`src/rtl/instr_fetch_queue.sv`:
```
// Prefetching instruction fetch queue: issues sequential word fetches to a
// one-cycle-latency instruction memory and buffers {pc, word} pairs for the core.
module instr_fetch_queue #(
    parameter int          DEPTH    = 4,
    parameter logic [31:0] RESET_PC = 32'h0000_0000
) (
    input  logic                     clock,
    input  logic                     reset_n,
    output logic                     mem_req,
    output logic [31:0]              mem_addr,
    input  logic [31:0]              mem_rdata,
    output logic                     instr_valid,
    input  logic                     instr_ready,
    output logic [31:0]              instr_out,
    output logic [31:0]              instr_pc,
    input  logic                     redirect,
    input  logic [31:0]              redirect_pc,
    output logic [$clog2(DEPTH):0]   occupancy
);

    localparam int PW = $clog2(DEPTH);
    localparam int CW = PW + 1;

    logic [31:0]   r_fetch_pc;
    logic [31:0]   r_req_pc;
    logic          r_inflight;
    logic          r_drop;
    logic [PW-1:0] r_rptr;
    logic [PW-1:0] r_wptr;
    logic [CW-1:0] r_count;
    logic [31:0]   r_fifo_pc   [DEPTH];
    logic [31:0]   r_fifo_word [DEPTH];
    logic          r_valid;
    logic [31:0]   r_out;
    logic [31:0]   r_pc;

    logic          w_credit;
    logic          w_issue;
    logic          w_push;
    logic          w_pop;
    logic [PW-1:0] w_rptr_nxt;
    logic [CW-1:0] w_count_nxt;
    logic [31:0]   w_head_pc;
    logic [31:0]   w_head_word;
    logic [1:0]    w_unused_pc_lsb;

    assign w_unused_pc_lsb = redirect_pc[1:0];

    // Credit counts the outstanding response so a full queue can never overflow.
    assign w_credit    = ({1'b0, r_count} + {{CW{1'b0}}, r_inflight}) < (CW+1)'(DEPTH);
    assign w_issue     = ~redirect & w_credit;
    assign w_push      = r_inflight & ~r_drop & ~redirect;
    assign w_pop       = r_valid & instr_ready & ~redirect;
    assign w_rptr_nxt  = r_rptr + PW'(w_pop);
    assign w_count_nxt = r_count + CW'(w_push) - CW'(w_pop);

    // When the next head is the entry being written this cycle, bypass the array.
    always_comb begin
        w_head_pc   = r_fifo_pc[w_rptr_nxt];
        w_head_word = r_fifo_word[w_rptr_nxt];
        if (w_push && (w_rptr_nxt == r_wptr)) begin
            w_head_pc   = r_req_pc;
            w_head_word = mem_rdata;
        end
    end

    always_ff @(posedge clock or negedge reset_n) begin
        if (!reset_n) begin
            r_fetch_pc <= RESET_PC;
            r_inflight <= 1'b0;
            r_drop     <= 1'b0;
            r_rptr     <= '0;
            r_wptr     <= '0;
            r_count    <= '0;
            r_valid    <= 1'b0;
            r_out      <= '0;
            r_pc       <= '0;
        end else if (redirect) begin
            r_fetch_pc <= {redirect_pc[31:2], 2'b00};
            r_inflight <= 1'b0;
            r_drop     <= r_inflight;
            r_rptr     <= '0;
            r_wptr     <= '0;
            r_count    <= '0;
            r_valid    <= 1'b0;
        end else begin
            r_inflight <= w_issue;
            r_drop     <= 1'b0;
            if (w_issue) begin
                r_fetch_pc <= r_fetch_pc + 32'd4;
            end
            if (w_push) begin
                r_wptr <= r_wptr + PW'(1);
            end
            r_rptr  <= w_rptr_nxt;
            r_count <= w_count_nxt;
            r_valid <= (w_count_nxt != '0);
            if (w_count_nxt != '0) begin
                r_out <= w_head_word;
                r_pc  <= w_head_pc;
            end
        end
    end

    // Datapath storage: only meaningful under the control state above.
    always_ff @(posedge clock) begin
        if (w_issue) begin
            r_req_pc <= r_fetch_pc;
        end
        if (w_push) begin
            r_fifo_pc[r_wptr]   <= r_req_pc;
            r_fifo_word[r_wptr] <= mem_rdata;
        end
    end

    assign mem_req     = reset_n & w_issue;
    assign mem_addr    = r_fetch_pc;
    assign instr_valid = r_valid;
    assign instr_out   = r_out;
    assign instr_pc    = r_pc;
    assign occupancy   = r_count;

endmodule

```
`config.mk`:
```
export PLATFORM = sky130hd
export DESIGN_NAME = instr_fetch_queue
export DESIGN_NICKNAME = d
export VERILOG_FILES = /design/src/rtl/instr_fetch_queue.sv
export SDC_FILE = /design/constraint.sdc
export NUM_CORES = 1
export LEC_CHECK = 0
export ABC_AREA = 1
export CORE_MARGIN = 3
export CORE_UTILIZATION = 51
export DETAILED_ROUTE_END_ITERATION = 16
export PLACE_DENSITY = 0.84
export SETUP_SLACK_MARGIN = 0.15
export SLEW_MARGIN = 15
export SYNTH_ARGS = -nofsm -noshare
export SYNTH_HDL_FRONTEND = slang
export SYNTH_SLANG_ARGS = --single-unit
```
`constraint.sdc`:
```
create_clock -name clock -period 4.1 [get_ports clock]
set_clock_uncertainty 0.15 [all_clocks]
set_input_delay 1.025 -clock clock [delete_from_list [all_inputs] [get_ports clock]]
set_output_delay 1.025 -clock clock [all_outputs]
set_load 0.01 [all_outputs]
```
# Yosys cells after proc, flatten, opt, wreduce, memory -nomap -nowiden
# Memories as Yosys holds them, arrays and structs flattened. A register that Yosys moved wholly into a read port is not among the register bits.
# Index checks and enable logic that the tools add are counted.
word_totals:
  regBits: 74
  ramBits: 256
  input_bits: 68
  output_inout_bits: 101
  wordCells: 42
  n_memories: 2
classes:
  add_sub_neg: 6
  n_lt_le_gt_ge: 1
  mux: 11
  bitwise_logic: 8
  reduce_logical: 6
mem_list:
  columns: ["memory", "depth", "word_bits", "read_ports", "rd_ports_with_merged_regs", "write_ports", "line_no", "text"]
  rows:
  - ["r_fifo_pc", 4, 32, 1, 1, 1, "31", "logic [31:0] r_fifo_pc [DEPTH];"]
  - ["r_fifo_word", 4, 32, 1, 1, 1, "32", "logic [31:0] r_fifo_word [DEPTH];"]
ops:
  columns: ["operator", "n"]
  rows:
  - ["two-way mux 32 bit", 2]
  - ["adder 32 x 3 -> 32 bit, second input constant", 1]
  - ["AND 1 bit", 6]
  - ["two-way mux 2 bit", 3]
  - ["two-way mux 1 bit", 5]
  - ["adder 3 x 1 -> 4 bit", 1]
  - ["less-than comparator 4 x 3 -> 1 bit, second input constant", 1]
  - ["nonzero test 2 bit", 2]
  - ["adder 3 x 1 -> 3 bit", 1]
  - ["two-way mux 3 bit", 1]
  - ["nonzero test 3 bit", 1]
  - ["subtractor 3 x 1 -> 3 bit", 1]
  - ["adder 2 x 1 -> 2 bit", 1]
  - ["adder 2 x 1 -> 2 bit, second input constant", 1]
  - ["zero test 1 bit", 2]
  - ["NOT 1 bit", 2]
  - ["AND reduction 2 bit", 1]

# Longest topological paths before layout
logic_depth:
  depth_word: 7
  depth_mapped: 13
  ltp_nobuf: 12

# Least setup slack after synthesis
# OpenSTA, ideal clock, no wires.
synth_timing:
  path_type: "in2reg"
  start: "input port redirect"
  end: "memory r_fifo_pc[0][10] (enable)"
  setup_ns: 0.482
  arrival_time_ns: 4.065
  required_time_ns: 3.468
  slack_ns: -0.598
  cell_stages: 3
  path_buffers: 0
  cell_sequence: "nor2_1 inv_1 nor2_1"
synth_between:
  elab_chain_cells: 4
synth_rtl:
  columns: ["item", "line_no", "text"]
  rows:
  - ["start, declared", "16", "input logic redirect,"]
  - ["NOT 1 bit (no source line)", null, null]
  - ["AND 1 bit", "52", "assign w_push = r_inflight & ~r_drop & ~redirect;"]
  - ["two-way mux 1 bit", "110", "if (w_push) begin"]
  - ["two-way mux 1 bit (implied by the code)", "111", "r_fifo_pc[r_wptr] <= r_req_pc;"]
  - ["end, declared", "31", null]
# No other way between the ends.

# Final worst setup path
layout_timing:
  start: "input port redirect"
  end: "output port mem_req"
layout_between:
  elab_chain_cells: 3
layout_rtl:
  columns: ["item", "line_no", "text"]
  rows:
  - ["NOT 1 bit (no source line)", null, null]
  - ["AND 1 bit", "51", "assign w_issue = ~redirect & w_credit;"]
  - ["AND 1 bit", "116", "assign mem_req = reset_n & w_issue;"]
  - ["end, declared", "9", "output logic mem_req,"]
# No other way between the ends.

==> run metrics <==
Startpoint Class=primary input; Critical R2R Launch=instr_valid; starting density of the core=0.519; Core ar.=0.0316 mm^2; unrepaired setup endpoints after global routing=false; Clock Path Buffers=3; Rel. slew slack=0.449; CTS clk-pin slew, worst paths=0.06 ns; post-synth top area cell=edfxtp_1; die height=185 um; pwr/cell area=around 600 mW/mm^2; predominant post-synthesis flop cell=edfxtp_1; R2R Path End=instr_pc[25]; share of the synthesized area in the top cell type=0.508; GR Overflow Total=0; antenna violations before repair=0; Yosys Warn Count=0; Synth cell types=29; WS Path Type=primary input to output pin; crit path capture type=output pin; synth cell count leaders=nand2_1, nand3_1, edfxtp_1; synthesized area=0.0164 mm^2; share of layout cells above drive strength 1=0.0599; Site Rows=between 60 and 70; sequential element share of the synthesized area=0.664; Setup Fix Bufs, Post-CTS=0; ranking of synthesized cells by area=edfxtp_1, dfrtp_1, nand2_1, nand3_1, inv_1; Cell Chain, Critical Path=clkdlybuf4s50_1 > nor2_4 > inv_1 > nor2_1 > clkdlybuf4s50_1; Post-Syn Instances=1627; MaxCap Viol Count=0; drt pass-1 iters=5; DR vias/cell=approximately 5.6; Iteration-0 DRC Markers=1306; Hold Path Sink=instr_out[16]; status=complete, no violations; Avg WL per Cell=18.3 um; crit share post-route=0.938; Num Clock Sinks=380; worst hold path depth=2; antenna cells=0; post-route cell area=a little under 0.02 mm^2; Worst Path Arrival=2.67 ns; CP max-delay cell=clkdlybuf4s50_1; GPL Wtd Cong=between 0.9 and 1; synthesized flop and latch total=380; ys async rst share=0.268; Peak Freq=around 0.26 GHz; worst-path maximum fanout=5; IO buf count=around 160; first-pass GRT wire length=about 63 mm; number of synthesized flops with an enable pin=about 280; worst slew pin tran=0.826 ns; final net count=1849; routed vias=12400; # hold bufs at CTS=0; clk root buf=clkbuf_16; Worst Hold Class=flop to flop; die extent in x=185 um; Final min period=3.84 ns; Avg Inst Size Synth=10.1 um^2; top-count cell post-synth=nand2_1; endpoints failing setup=0; Die Area=~0.034 mm^2; I/O pins=169; worst vdd ir=0.281 mV; vias in the first global route=approximately 12000; DRC=0; Hold Fails Final Rpt=0; hpwl dp=22.6 mm; Total Wirelength=40.3 mm; H-tree levels=2; Min-Delay Startpoint=instr_out[16]; Reg2Reg Depth=12; Final Max Tran Viols=0; Critical Path Most Common Cell=clkdlybuf4s50_1; Area Growth Syn to Fin=20.5%; CTS resizes=0; Placed Area=0.0186 mm^2; flop-to-flop setup slack=1.26 ns; overall routing resource usage=0.232; CTS Buf Count=39; CP peak stage delay=0.60 ns; WP data required=2.92 ns; Clk Latency, worst-skew pair=around 0.53 ns; ANT nets after route=0; leak pwr=0.00822 uW; largest net degree at the start of global routing=126; Hold Slack=about 0.33 ns; CTS tree=yes
-- cell families (layout without fill, tap and decap cells) --
group | after synthesis | count (layout) | synth area share
and+or+nand+nor | 985 | 985 | 0.256
adders and majority gates | 8 | 8 | 0.00655
other | 1 | 4 | 0.000228
AOI/OAI and AO/OA | 31 | 31 | 0.0120
xor gates and xnor gates | 16 | 16 | 0.00853
buffers and inverters | 206 | 379 | 0.0527
DFF | 380 | 380 | 0.664
-- worst max path at each step --
stage	slack [ns]	startpoint	to	depth (start not counted)
6_report	0.26	redirect	mem_req	5
5_1_grt	0.21	redirect	mem_req	5
4_1_cts	0.23	redirect	mem_req	5
3_5_place_dp	0.18	redirect	instr_out[17]	11
3_3_place_gp	0.21	redirect	instr_out[18]	11
2_1_floorplan	-0.60	redirect	r_fifo_pc[0][10]	3
-- cell type report --
class,count,area [um^2]
multi-input cells,1044,4740
clock inverters,19,133
flip-flops and latches,380,10900
well taps,402,503
clock buffers,52,1100
inverters,118,443
fillers,2304,11800
repair buffers,190,1980
-- critical path, delay by kind of cell --
kind,cells,cell delay (ns)
buf+inv,3,1.22
simple gates,2,0.42
-- through the flow --
step | util | power [uW] | setup WS [ns] | setup TNS (ns) | instances
floorplan | - | 7190 | -0.598 | -148.24 | 1630
global placement | 0.587 | 8750 | 0.210 | 0 | 2134
detailed placement | 0.587 | 8870 | 0.183 | 0 | 2134
CTS | 0.626 | 12300 | 0.234 | 0 | 2205
global route | 0.626 | 12900 | 0.215 | 0 | 2205
finish | 0.626 | 12200 | 0.255 | 0 | 2205
-- where the power goes --
group / switching (uW) / internal, uW / leakage [uW] / total, uW
Clock: 1420 / 1950 / 0.000604 / 3370
Sequential: 529 / 4890 / 0.00381 / 5420
Combinational: 1990 / 1440 / 0.00381 / 3440
-- flip-flops by register name, summed over array words and instances (netlist names) --
register / flops
r_wptr: 2
r_inflight: 1
r_fifo_pc: 120
instr_out: 32
r_rptr: 2
instr_pc: 30
r_fifo_word: 128
r_drop: 1
instr_valid: 1
r_req_pc: 30
occupancy: 3
mem_addr: 30
-- metal layers --
layer / track usage / wire [um]
met1: 0.316 / 15900
met2: 0.376 / 19100
met3: 0.0483 / 4190
met4: 0.0804 / 1120
met5: 0 / 0
-- cell usage in the layout, fill, tap and decap left out, types with 5 or more instances in the layout --
cell type,n
buf_4,17
clkinv_2,8
nand3_1,348
clkbuf_8,5
nor2_4,6
nand2_1,571
inv_1,114
clkinv_1,6
o211ai_1,9
nor3_1,13
edfxtp_1,278
clkdlybuf4s50_1,161
nor2_1,31
xor2_1,12
clkbuf_16,40
o21ai_0,16
buf_12,12
ha_1,7
clkbuf_1,7
dfrtp_1,102
Note: power is estimated with default switching activity, not from simulation.
